File: src/rtl/grid_click_pkg.sv
// Shared state encoding, default grid geometry and width helpers for the
// grid click decoder.
package grid_click_pkg;

  typedef enum logic [1:0] {
    ST_IDLE,
    ST_SEARCH,
    ST_HOLD
  } state_e;

  localparam int unsigned DEF_N_COLS   = 8;
  localparam int unsigned DEF_N_ROWS   = 8;
  localparam int unsigned DEF_X_ORIGIN = 17;
  localparam int unsigned DEF_Y_ORIGIN = 8;
  localparam int unsigned DEF_CELL_W   = 20;
  localparam int unsigned DEF_CELL_H   = 20;
  localparam int unsigned DEF_PITCH_X  = 37;
  localparam int unsigned DEF_PITCH_Y  = 28;
  localparam int unsigned DEF_X_W      = 10;
  localparam int unsigned DEF_Y_W      = 9;

  localparam int unsigned DROP_W = 8;

  // Index width for n cells; never narrower than one bit.
  function automatic int unsigned idx_w(input int unsigned n);
    return (n > 1) ? $clog2(n) : 1;
  endfunction

  function automatic int unsigned max_u(input int unsigned a, input int unsigned b);
    return (a > b) ? a : b;
  endfunction

endpackage

File: src/rtl/axis_locator.sv
// Locates one coordinate on a regular cell grid by repeated pitch subtraction;
// hit/index are valid once enough steps have elapsed after load.
module axis_locator import grid_click_pkg::*; #(
  parameter int unsigned ORIGIN = DEF_X_ORIGIN,
  parameter int unsigned CELL   = DEF_CELL_W,
  parameter int unsigned PITCH  = DEF_PITCH_X,
  parameter int unsigned N      = DEF_N_COLS,
  parameter int unsigned W      = DEF_X_W
) (
  input  logic                   clk_i,
  input  logic                   rst_ni,
  input  logic                   load_i,
  input  logic                   step_en_i,
  input  logic [W-1:0]           coord_i,
  output logic                   hit_o,
  output logic [idx_w(N)-1:0]    idx_o
);

  localparam int unsigned IW = idx_w(N);

  localparam logic [W-1:0]  ORG  = W'(ORIGIN);
  localparam logic [W-1:0]  PIT  = W'(PITCH);
  localparam logic [W-1:0]  CEL  = W'(CELL);
  localparam logic [IW-1:0] LAST = IW'(N - 1);

  logic [W-1:0]  rem_q;
  logic [IW-1:0] idx_q;
  logic          below_q;

  // Stepping stops at the last cell; any remainder left then is >= PITCH >= CELL,
  // so far-out coordinates miss without the index wrapping.
  always_ff @(posedge clk_i or negedge rst_ni) begin
    if (!rst_ni) begin
      rem_q   <= '0;
      idx_q   <= '0;
      below_q <= 1'b1;
    end else if (load_i) begin
      below_q <= (coord_i < ORG);
      rem_q   <= coord_i - ORG;
      idx_q   <= '0;
    end else if (step_en_i && !below_q && (rem_q >= PIT) && (idx_q != LAST)) begin
      rem_q <= rem_q - PIT;
      idx_q <= idx_q + IW'(1);
    end
  end

  assign hit_o = !below_q && (rem_q < CEL);
  assign idx_o = idx_q;

endmodule

File: src/rtl/grid_click_decoder.sv
// Turns an asynchronous mouse-button click into a registered grid cell hit
// result with fixed search latency and a saturating lost-click counter.
module grid_click_decoder import grid_click_pkg::*; #(
  parameter int unsigned N_COLS   = DEF_N_COLS,
  parameter int unsigned N_ROWS   = DEF_N_ROWS,
  parameter int unsigned X_ORIGIN = DEF_X_ORIGIN,
  parameter int unsigned Y_ORIGIN = DEF_Y_ORIGIN,
  parameter int unsigned CELL_W   = DEF_CELL_W,
  parameter int unsigned CELL_H   = DEF_CELL_H,
  parameter int unsigned PITCH_X  = DEF_PITCH_X,
  parameter int unsigned PITCH_Y  = DEF_PITCH_Y,
  parameter int unsigned X_W      = DEF_X_W,
  parameter int unsigned Y_W      = DEF_Y_W
) (
  input  logic                        clk,
  input  logic                        iReset,
  input  logic [X_W-1:0]              mouseX,
  input  logic [Y_W-1:0]              mouseY,
  input  logic                        iBtn,
  input  logic                        iEnable,
  input  logic                        iReady,
  output logic                        oValid,
  output logic                        oHit,
  output logic [idx_w(N_COLS)-1:0]    oBoxX,
  output logic [idx_w(N_ROWS)-1:0]    oBoxY,
  output logic [DROP_W-1:0]           oDropCnt
);

  localparam int unsigned XIW        = idx_w(N_COLS);
  localparam int unsigned YIW        = idx_w(N_ROWS);
  localparam int unsigned SEARCH_LEN = max_u(N_COLS, N_ROWS);
  localparam int unsigned CW         = idx_w(SEARCH_LEN);
  localparam logic [CW-1:0] CNT_LAST = CW'(SEARCH_LEN - 1);

  logic       btn_s1_q, btn_s2_q, btn_prev_q;
  logic [1:0] warm_q;
  logic       click;

  // The previous-level flop resets high and only starts tracking once the
  // synchronizer holds post-reset data, so a button held through reset
  // release never looks like a fresh press.
  always_ff @(posedge clk or negedge iReset) begin
    if (!iReset) begin
      btn_s1_q   <= 1'b0;
      btn_s2_q   <= 1'b0;
      btn_prev_q <= 1'b1;
      warm_q     <= '0;
    end else begin
      btn_s1_q <= iBtn;
      btn_s2_q <= btn_s1_q;
      if (warm_q != 2'd2) begin
        warm_q <= warm_q + 2'd1;
      end else begin
        btn_prev_q <= btn_s2_q;
      end
    end
  end

  assign click = btn_s2_q && !btn_prev_q;

  // Coordinates registered every cycle so the value captured is the one
  // present at the edge on which the synchronized level rose.
  logic [X_W-1:0] mx_q;
  logic [Y_W-1:0] my_q;

  always_ff @(posedge clk or negedge iReset) begin
    if (!iReset) begin
      mx_q <= '0;
      my_q <= '0;
    end else begin
      mx_q <= mouseX;
      my_q <= mouseY;
    end
  end

  state_e          state_q;
  logic [CW-1:0]   cnt_q;
  logic            start;
  logic            step_en;
  logic            hit_x, hit_y;
  logic [XIW-1:0]  idx_x;
  logic [YIW-1:0]  idx_y;

  assign start   = click && iEnable && (state_q == ST_IDLE);
  assign step_en = (state_q == ST_SEARCH);

  axis_locator #(
    .ORIGIN (X_ORIGIN),
    .CELL   (CELL_W),
    .PITCH  (PITCH_X),
    .N      (N_COLS),
    .W      (X_W)
  ) u_loc_x (
    .clk_i     (clk),
    .rst_ni    (iReset),
    .load_i    (start),
    .step_en_i (step_en),
    .coord_i   (mx_q),
    .hit_o     (hit_x),
    .idx_o     (idx_x)
  );

  axis_locator #(
    .ORIGIN (Y_ORIGIN),
    .CELL   (CELL_H),
    .PITCH  (PITCH_Y),
    .N      (N_ROWS),
    .W      (Y_W)
  ) u_loc_y (
    .clk_i     (clk),
    .rst_ni    (iReset),
    .load_i    (start),
    .step_en_i (step_en),
    .coord_i   (my_q),
    .hit_o     (hit_y),
    .idx_o     (idx_y)
  );

  always_ff @(posedge clk or negedge iReset) begin
    if (!iReset) begin
      state_q  <= ST_IDLE;
      cnt_q    <= '0;
      oValid   <= 1'b0;
      oHit     <= 1'b0;
      oBoxX    <= '0;
      oBoxY    <= '0;
      oDropCnt <= '0;
    end else begin
      if (click && (state_q != ST_IDLE) && (oDropCnt != '1)) begin
        oDropCnt <= oDropCnt + DROP_W'(1);
      end
      case (state_q)
        ST_IDLE: begin
          if (click && iEnable) begin
            state_q <= ST_SEARCH;
            cnt_q   <= '0;
          end
        end
        ST_SEARCH: begin
          if (cnt_q == CNT_LAST) begin
            state_q <= ST_HOLD;
            oValid  <= 1'b1;
            oHit    <= hit_x && hit_y;
            oBoxX   <= (hit_x && hit_y) ? idx_x : '0;
            oBoxY   <= (hit_x && hit_y) ? idx_y : '0;
          end else begin
            cnt_q <= cnt_q + CW'(1);
          end
        end
        ST_HOLD: begin
          if (iReady) begin
            state_q <= ST_IDLE;
            oValid  <= 1'b0;
          end
        end
        default: state_q <= ST_IDLE;
      endcase
    end
  end

endmodule
File: config.mk
export PLATFORM = sky130hd
export DESIGN_NAME = grid_click_decoder
export DESIGN_NICKNAME = d
export VERILOG_FILES = /design/src/rtl/grid_click_pkg.sv /design/src/rtl/axis_locator.sv /design/src/rtl/grid_click_decoder.sv
export SDC_FILE = /design/constraint.sdc
export NUM_CORES = 1
export LEC_CHECK = 0
export ABC_CLOCK_PERIOD_IN_PS = 2780
export BUFFER_PORTS_ARGS = -buffer_cell sky130_fd_sc_hd__buf_2
export CAP_MARGIN = 20
export CORE_ASPECT_RATIO = 0.9
export CORE_MARGIN = 2
export CORE_UTILIZATION = 58
export DETAILED_ROUTE_END_ITERATION = 10
export GPL_TIMING_DRIVEN = 0
export PLACE_DENSITY_LB_ADDON = 0.25
export SLEW_MARGIN = 0
export SYNTH_ARGS = -nofsm -noshare
export SYNTH_HDL_FRONTEND = slang
export SYNTH_HIERARCHICAL = 1
export SYNTH_SLANG_ARGS = --single-unit
export TNS_END_PERCENT = 20
File: constraint.sdc
create_clock -name clk -period 2.78 [get_ports clk]
set_input_delay 0.278 -clock clk [delete_from_list [all_inputs] [get_ports clk]]
set_output_delay 0.278 -clock clk [all_outputs]
set_load 0.02 [all_outputs]
**Yosys cells after proc, flatten, opt, wreduce, memory -nomap -nowiden**

Index checks and enable logic that the tools add are counted.

- Register bits after elaboration: 72
- Logic and storage cells: 92

- Reduce and logical (&&, ||, !) cells: 27
- Add/sub/neg operators: 9
- Mux-type cells: 20
- Magnitude comparators: 6
- Equality and inequality tests: 11

Operators with widths:

| kind | count |
|---|---|
| two-way mux 3 bit | 8 |
| < comparator 10 x 5 -> 1 bit (second input constant) | 2 |
| two-way mux 10 bit | 2 |
| two-way mux 9 bit | 2 |
| logical AND 1 bit | 14 |
| greater-or-equal comparator 10 x 6 -> 1 bit (second input constant) | 1 |
| != test 2 bit (second input constant) | 5 |
| nonzero test 2 bit | 5 |
| subtractor 10 x 5 -> 10 bit (second input constant) | 1 |
| subtractor 10 x 6 -> 10 bit (second input constant) | 1 |
| adder 3 x 1 -> 3 bit (second input constant) | 3 |
| greater-or-equal comparator 9 x 5 -> 1 bit (second input constant) | 1 |
| < comparator 9 x 4 -> 1 bit (second input constant) | 1 |
| < comparator 9 x 5 -> 1 bit (second input constant) | 1 |
| AND reduction 3 bit | 3 |
| subtractor 9 x 4 -> 9 bit (second input constant) | 1 |
| subtractor 9 x 5 -> 9 bit (second input constant) | 1 |
| adder 8 x 1 -> 8 bit (second input constant) | 1 |
| != test 8 bit (second input constant) | 1 |
| two-way mux 2 bit | 3 |
| != test 3 bit (second input constant) | 2 |
| case mux 2 bit (3 select lines) | 1 |
| case mux 3 bit (2 select lines) | 1 |
| == test 3 bit (second input constant) | 1 |
| 8 further kinds | 11 |

**Logic depth before layout (Yosys ltp)**

- Depth in word-level cells: 6
- Depth in mapped cells: 8
- Depth with buffers taken out: 7

**By module**

The synthesis kept the hierarchy.

Modules (own cells, without submodules):

| module | area each (um^2) | cells each | times used |
|---|---|---|---|
| grid_click_decoder | 1,721.7 | 134 | 1 |
| axis_locator at u_loc_x | 1,018.5 | 113 | 1 |
| axis_locator at u_loc_y | 827.0 | 78 | 1 |

**Worst setup path before layout**

No wires, ideal clock.

- Path type: flip-flop to flip-flop
- From: register u_loc_y.idx_q[0], in the netlist u_loc_y/idx_o[0]
- To: register u_loc_y.rem_q[7]
- Required time: 2.643 ns
- Slack: 0.743 ns
- Stages on the path, launching flop included: 8
- Data arrival time: 1.899 ns
- Cells stage by stage: dfrtp_1 -> ha_1 -> ha_1 -> or3b_1 -> buf_6 -> or4_1 -> a211oi_1 -> a21oi_1

- Word-level cells in the longest chain between the ends: 3

Ends and longest elaborated chain:

| what | line | RTL |
|---|---|---|
| start, declared | axis_locator.sv:27 | `logic [IW-1:0] idx_q;` |
| start signal, assigned | axis_locator.sv:43 | `idx_q <= idx_q + IW'(1);` |
| != test 3 bit | axis_locator.sv:41 | `end else if (step_en_i && !below_q && (rem_q >= PIT) && (idx_q != LAST)) begin` |
| logical AND 1 bit | axis_locator.sv:41 |  |
| nonzero test 2 bit (no line) | -- |  |
| end signal, assigned | axis_locator.sv:39 | `rem_q <= coord_i - ORG;` |
| end signal, assigned | axis_locator.sv:42 | `rem_q <= rem_q - PIT;` |
| end, declared | axis_locator.sv:26 | `logic [W-1:0] rem_q;` |

No other way between the ends.
A chain may end at the register's enable or synchronous reset.

**Worst setup path after layout**

- From: register state_q[0]
- To: register u_loc_x.rem_q[8]

- Word-level cells in the longest chain between the ends: 5

Ends and longest elaborated chain:

| what | line | RTL |
|---|---|---|
| start, declared | grid_click_decoder.sv:76 | `state_e state_q;` |
| start signal, assigned | grid_click_decoder.sv:121 | `state_q <= ST_IDLE;` |
| start signal, assigned | grid_click_decoder.sv:135 | `state_q <= ST_SEARCH;` |
| start signal, assigned | grid_click_decoder.sv:141 | `state_q <= ST_HOLD;` |
| == test 2 x 1 -> 1 bit | grid_click_decoder.sv:85 | `assign step_en = (state_q == ST_SEARCH);` |
| via step_en | grid_click_decoder.sv:79 | `logic step_en;` |
| logical AND 1 bit (3 in series) | axis_locator.sv:41 |  |
| nonzero test 2 bit (no line) | -- |  |
| end signal, assigned | axis_locator.sv:39 |  |
| end signal, assigned | axis_locator.sv:42 |  |
| end, declared | axis_locator.sv:26 |  |

The timed path passes the listed nets, and every way through them passes these cells.

==> results.json <==
{
  "grt_max_degree": 73,
  "synth_seq_cells": 72,
  "grt_pass1_vias": 2411,
  "via_count": 2539,
  "critPathKind": "reg2reg",
  "rsz0062_at_grt": "false",
  "clk_path_buf_depth": 2,
  "whs_ns": 0.0353,
  "drtAntennaViolNets": 0,
  "cts_tree": "yes",
  "worst_pin_slew_ns": 0.898,
  "relSlewSlack": 0.402,
  "viasPerCell": 5.62,
  "layout_commonest_cell": "dfrtp_1",
  "cp_max_fo": 6,
  "post-route-period-util": 0.829,
  "min_period_ns": 2.30,
  "worstReg2RegEnd": "u_loc_x/rem_q[8]",
  "cts_resized": 0,
  "min_path_type": "in2reg",
  "die_w_um": 86.7,
  "top_usage_layer": "met1",
  "layout-drive-gt1-share": 0.226,
  "synth_edf_count": 0,
  "nNetsFinal": 412,
  "n_antenna_cell": 0,
  "synth-xor-area-share": 0.0638,
  "syn_area_per_cell_sq_um": 11.0,
  "tns_ns": 0,
  "h-tree-depth": 3,
  "fill_cells": 457,
  "synth_mux_area_frac": 0.0568,
  "synth_fa_ha_area_frac": 0.0456,
  "clock_skew_ns": 0.00910,
  "drc": 0,
  "start_kind": "register",
  "wl_mm": 6.52,
  "numPortBuffers": 39,
  "area_delta_synth_final_pct": 14.3,
  "grt_overflow": 0,
  "yosysWarningCount": 6,
  "max_freq_mhz": 434,
  "instances_no_fill": 452,
  "slew_violations": 0,
  "final_cell_mix": "dfrtp_1 (69), buf_2 (43), nand2_1 (28)",
  "wl_per_cell_um": 14.4,
  "p_per_area_mw_per_mm2": 1010,
  "rows": 27,
  "antenna_found_initial": 0,
  "initial_core_util": 0.590,
  "yosysSeqAreaShare": 0.506,
  "status": "finished clean",
  "cts_made_buffers": 9,
  "async_reset_ff_frac": 1.00,
  "grt_pass1_wl_mm": 11.4,
  "clock-sinks": 72,
  "met3_usage": 0.0789,
  "rrSetupSlack_ns": 0.48,
  "path_clk_slew_ns": 0.08,
  "worstPathArrival_ns": 2.51,
  "drt_pass1_iterations": 4,
  "hold_buffers": 0,
  "syn_nets": 362,
  "placedCellCount": 436,
  "clockRootBuffer": "clkbuf_8",
  "die_y_um": 78.4,
  "grt_usage": 0.217,
  "drv_cap": 0,
  "core_area_sq_mm": 0.00605,
  "fp.dieArea_sq_mm": 0.00679,
  "hold_viol_final": 0,
  "ys_top_cells_by_area": "dfrtp_1 (48%), ha_1 (4.6%), xor2_1 (3.7%), o21ai_0 (3.2%), nand2_1 (2.9%)",
  "post-cts-setup-buffers": 0,
  "vdd_drop_max_uv": 583,
  "drt_iter0_markers": 131,
  "grt_use_met1": 0.318,
  "worstReg2RegStart": "state_q[0]",
  "hpwlAfterDp_mm": 4.51,
  "yosysTopAreaCellShare": 0.484,
  "synth.cell_area_sq_mm": 0.00357,
  "io-pin-count": 40,
  "cp-end-kind": "register",
  "worst_skew_pair.late_latency_ns": 0.34,
  "cp.required_ns": 2.99,
  "synth_flop_cell": "dfrtp_1",
  "p_leak_nw": 1.82,
  "synth_cell_type_count": 62,
  "critPathLaunch": "state_q[0]",
  "crit_path_end": "u_loc_x/rem_q[8]",
  "synth_area_leader_cell": "dfrtp_1",
  "synth-simple-area-share": 0.157,
  "synth_top_family_by_area": "simple AND/OR/NAND/NOR gates",
  "gp_congestion": 0.827,
  "postSynthCellCount": 325,
  "gr-usage-met2": 0.308,
  "synth_compound_area_frac": 0.134,
  "rr_worst_depth": 7,
  "setup_viol": 0
}
## worst min-delay path by stage
stage | depth (start not counted) | startpoint | endpoint
after floorplan | 0 | iReset | btn_s1_q
after global placement | 0 | btn_s1_q | btn_s2_q
after detailed placement | 0 | btn_s1_q | btn_s2_q
after CTS | 1 | mouseX[9] | mx_q[9]
after global routing | 1 | mouseX[7] | mx_q[7]
final | 1 | mouseX[7] | mx_q[7]
## critical path: stages (launching register included)
cell	delay, ns
dfrtp_1	0.48
inv_1	0.16
nor2_1	0.22
or3b_2	0.54
inv_1	0.18
o211ai_1	0.15
o311ai_0	0.32
o21ai_0	0.14
## sequential cells by signal, indices dropped and copies added, names as in the netlist
name / count
oBoxY: 3
oValid: 1
u_loc_y/idx_o: 3
warm_q: 2
cnt_q: 3
u_loc_y/below_q: 1
u_loc_x/idx_o: 3
oHit: 1
btn_prev_q: 1
btn_s2_q: 1
u_loc_x/rem_q: 10
oDropCnt: 8
my_q: 9
u_loc_y/rem_q: 9
btn_s1_q: 1
mx_q: 10
oBoxX: 3
state_q: 2
u_loc_x/below_q: 1
## through the flow
stage | utilization | power, W | instance area, sq um | setup WS [ns]
2_1_floorplan | - | 0.00286 | 3570 | 0.743
5_1_grt | 0.674 | 0.00447 | 4080 | 0.292
6_report | 0.674 | 0.00412 | 4080 | 0.477
3_3_place_gp | 0.637 | 0.00316 | 3850 | 0.543
3_5_place_dp | 0.637 | 0.00322 | 3850 | 0.518
4_1_cts | 0.674 | 0.00416 | 4080 | 0.499
## cell type report
| class | count | area, sq um | share of cell area |
|---|---|---|---|
| multi-input cells | 223 | 1630 | 0.400 |
| repair buffers | 39 | 198 | 0.0485 |
| plain buffers | 11 | 58.8 | 0.0144 |
| clock inverters | 5 | 81.3 | 0.0199 |
| flip-flops and latches | 72 | 1810 | 0.443 |
| well taps | 72 | 90.1 | 0.0221 |
| clock buffers | 11 | 141 | 0.0347 |
| inverters | 19 | 71.3 | 0.0175 |
## metal layers
| layer | routed length, um | part of all wire |
|---|---|---|
| met5 | 0 | 0 |
| met4 | 47 | 0.0072 |
| met3 | 390 | 0.060 |
| met2 | 2890 | 0.44 |
| met1 | 3200 | 0.49 |
## cell families after synthesis
logic type | count (synthesis)
mux | 19
xor+xnor | 26
simple gates | 98
buf+inv | 30
compound gates | 67
fa+ha+maj | 13
flops | 72
## synthesized netlist by cell type, types with 4 or more instances
library cell,count
xor2_1,15
o211ai_1,4
mux2i_1,9
dfrtp_1,69
nand2_1,28
o21ai_0,23
clkbuf_1,4
ha_1,13
and3_1,4
a22oi_1,4
inv_1,19
mux2_2,7
buf_2,5
nand3_1,4
xnor2_1,11
nor2_1,20
a21oi_1,10
nor3_1,10
## power by group
group / switching, W / total [W] / leakage [nW] / internal, W
Sequential: 0.000326 / 0.00169 / 0.873 / 0.00136
Clock: 0.000379 / 0.000908 / 0.110 / 0.000530
Combinational: 0.000818 / 0.00153 / 0.836 / 0.000711
No activity file was read; power rests on OpenSTA's default activity.
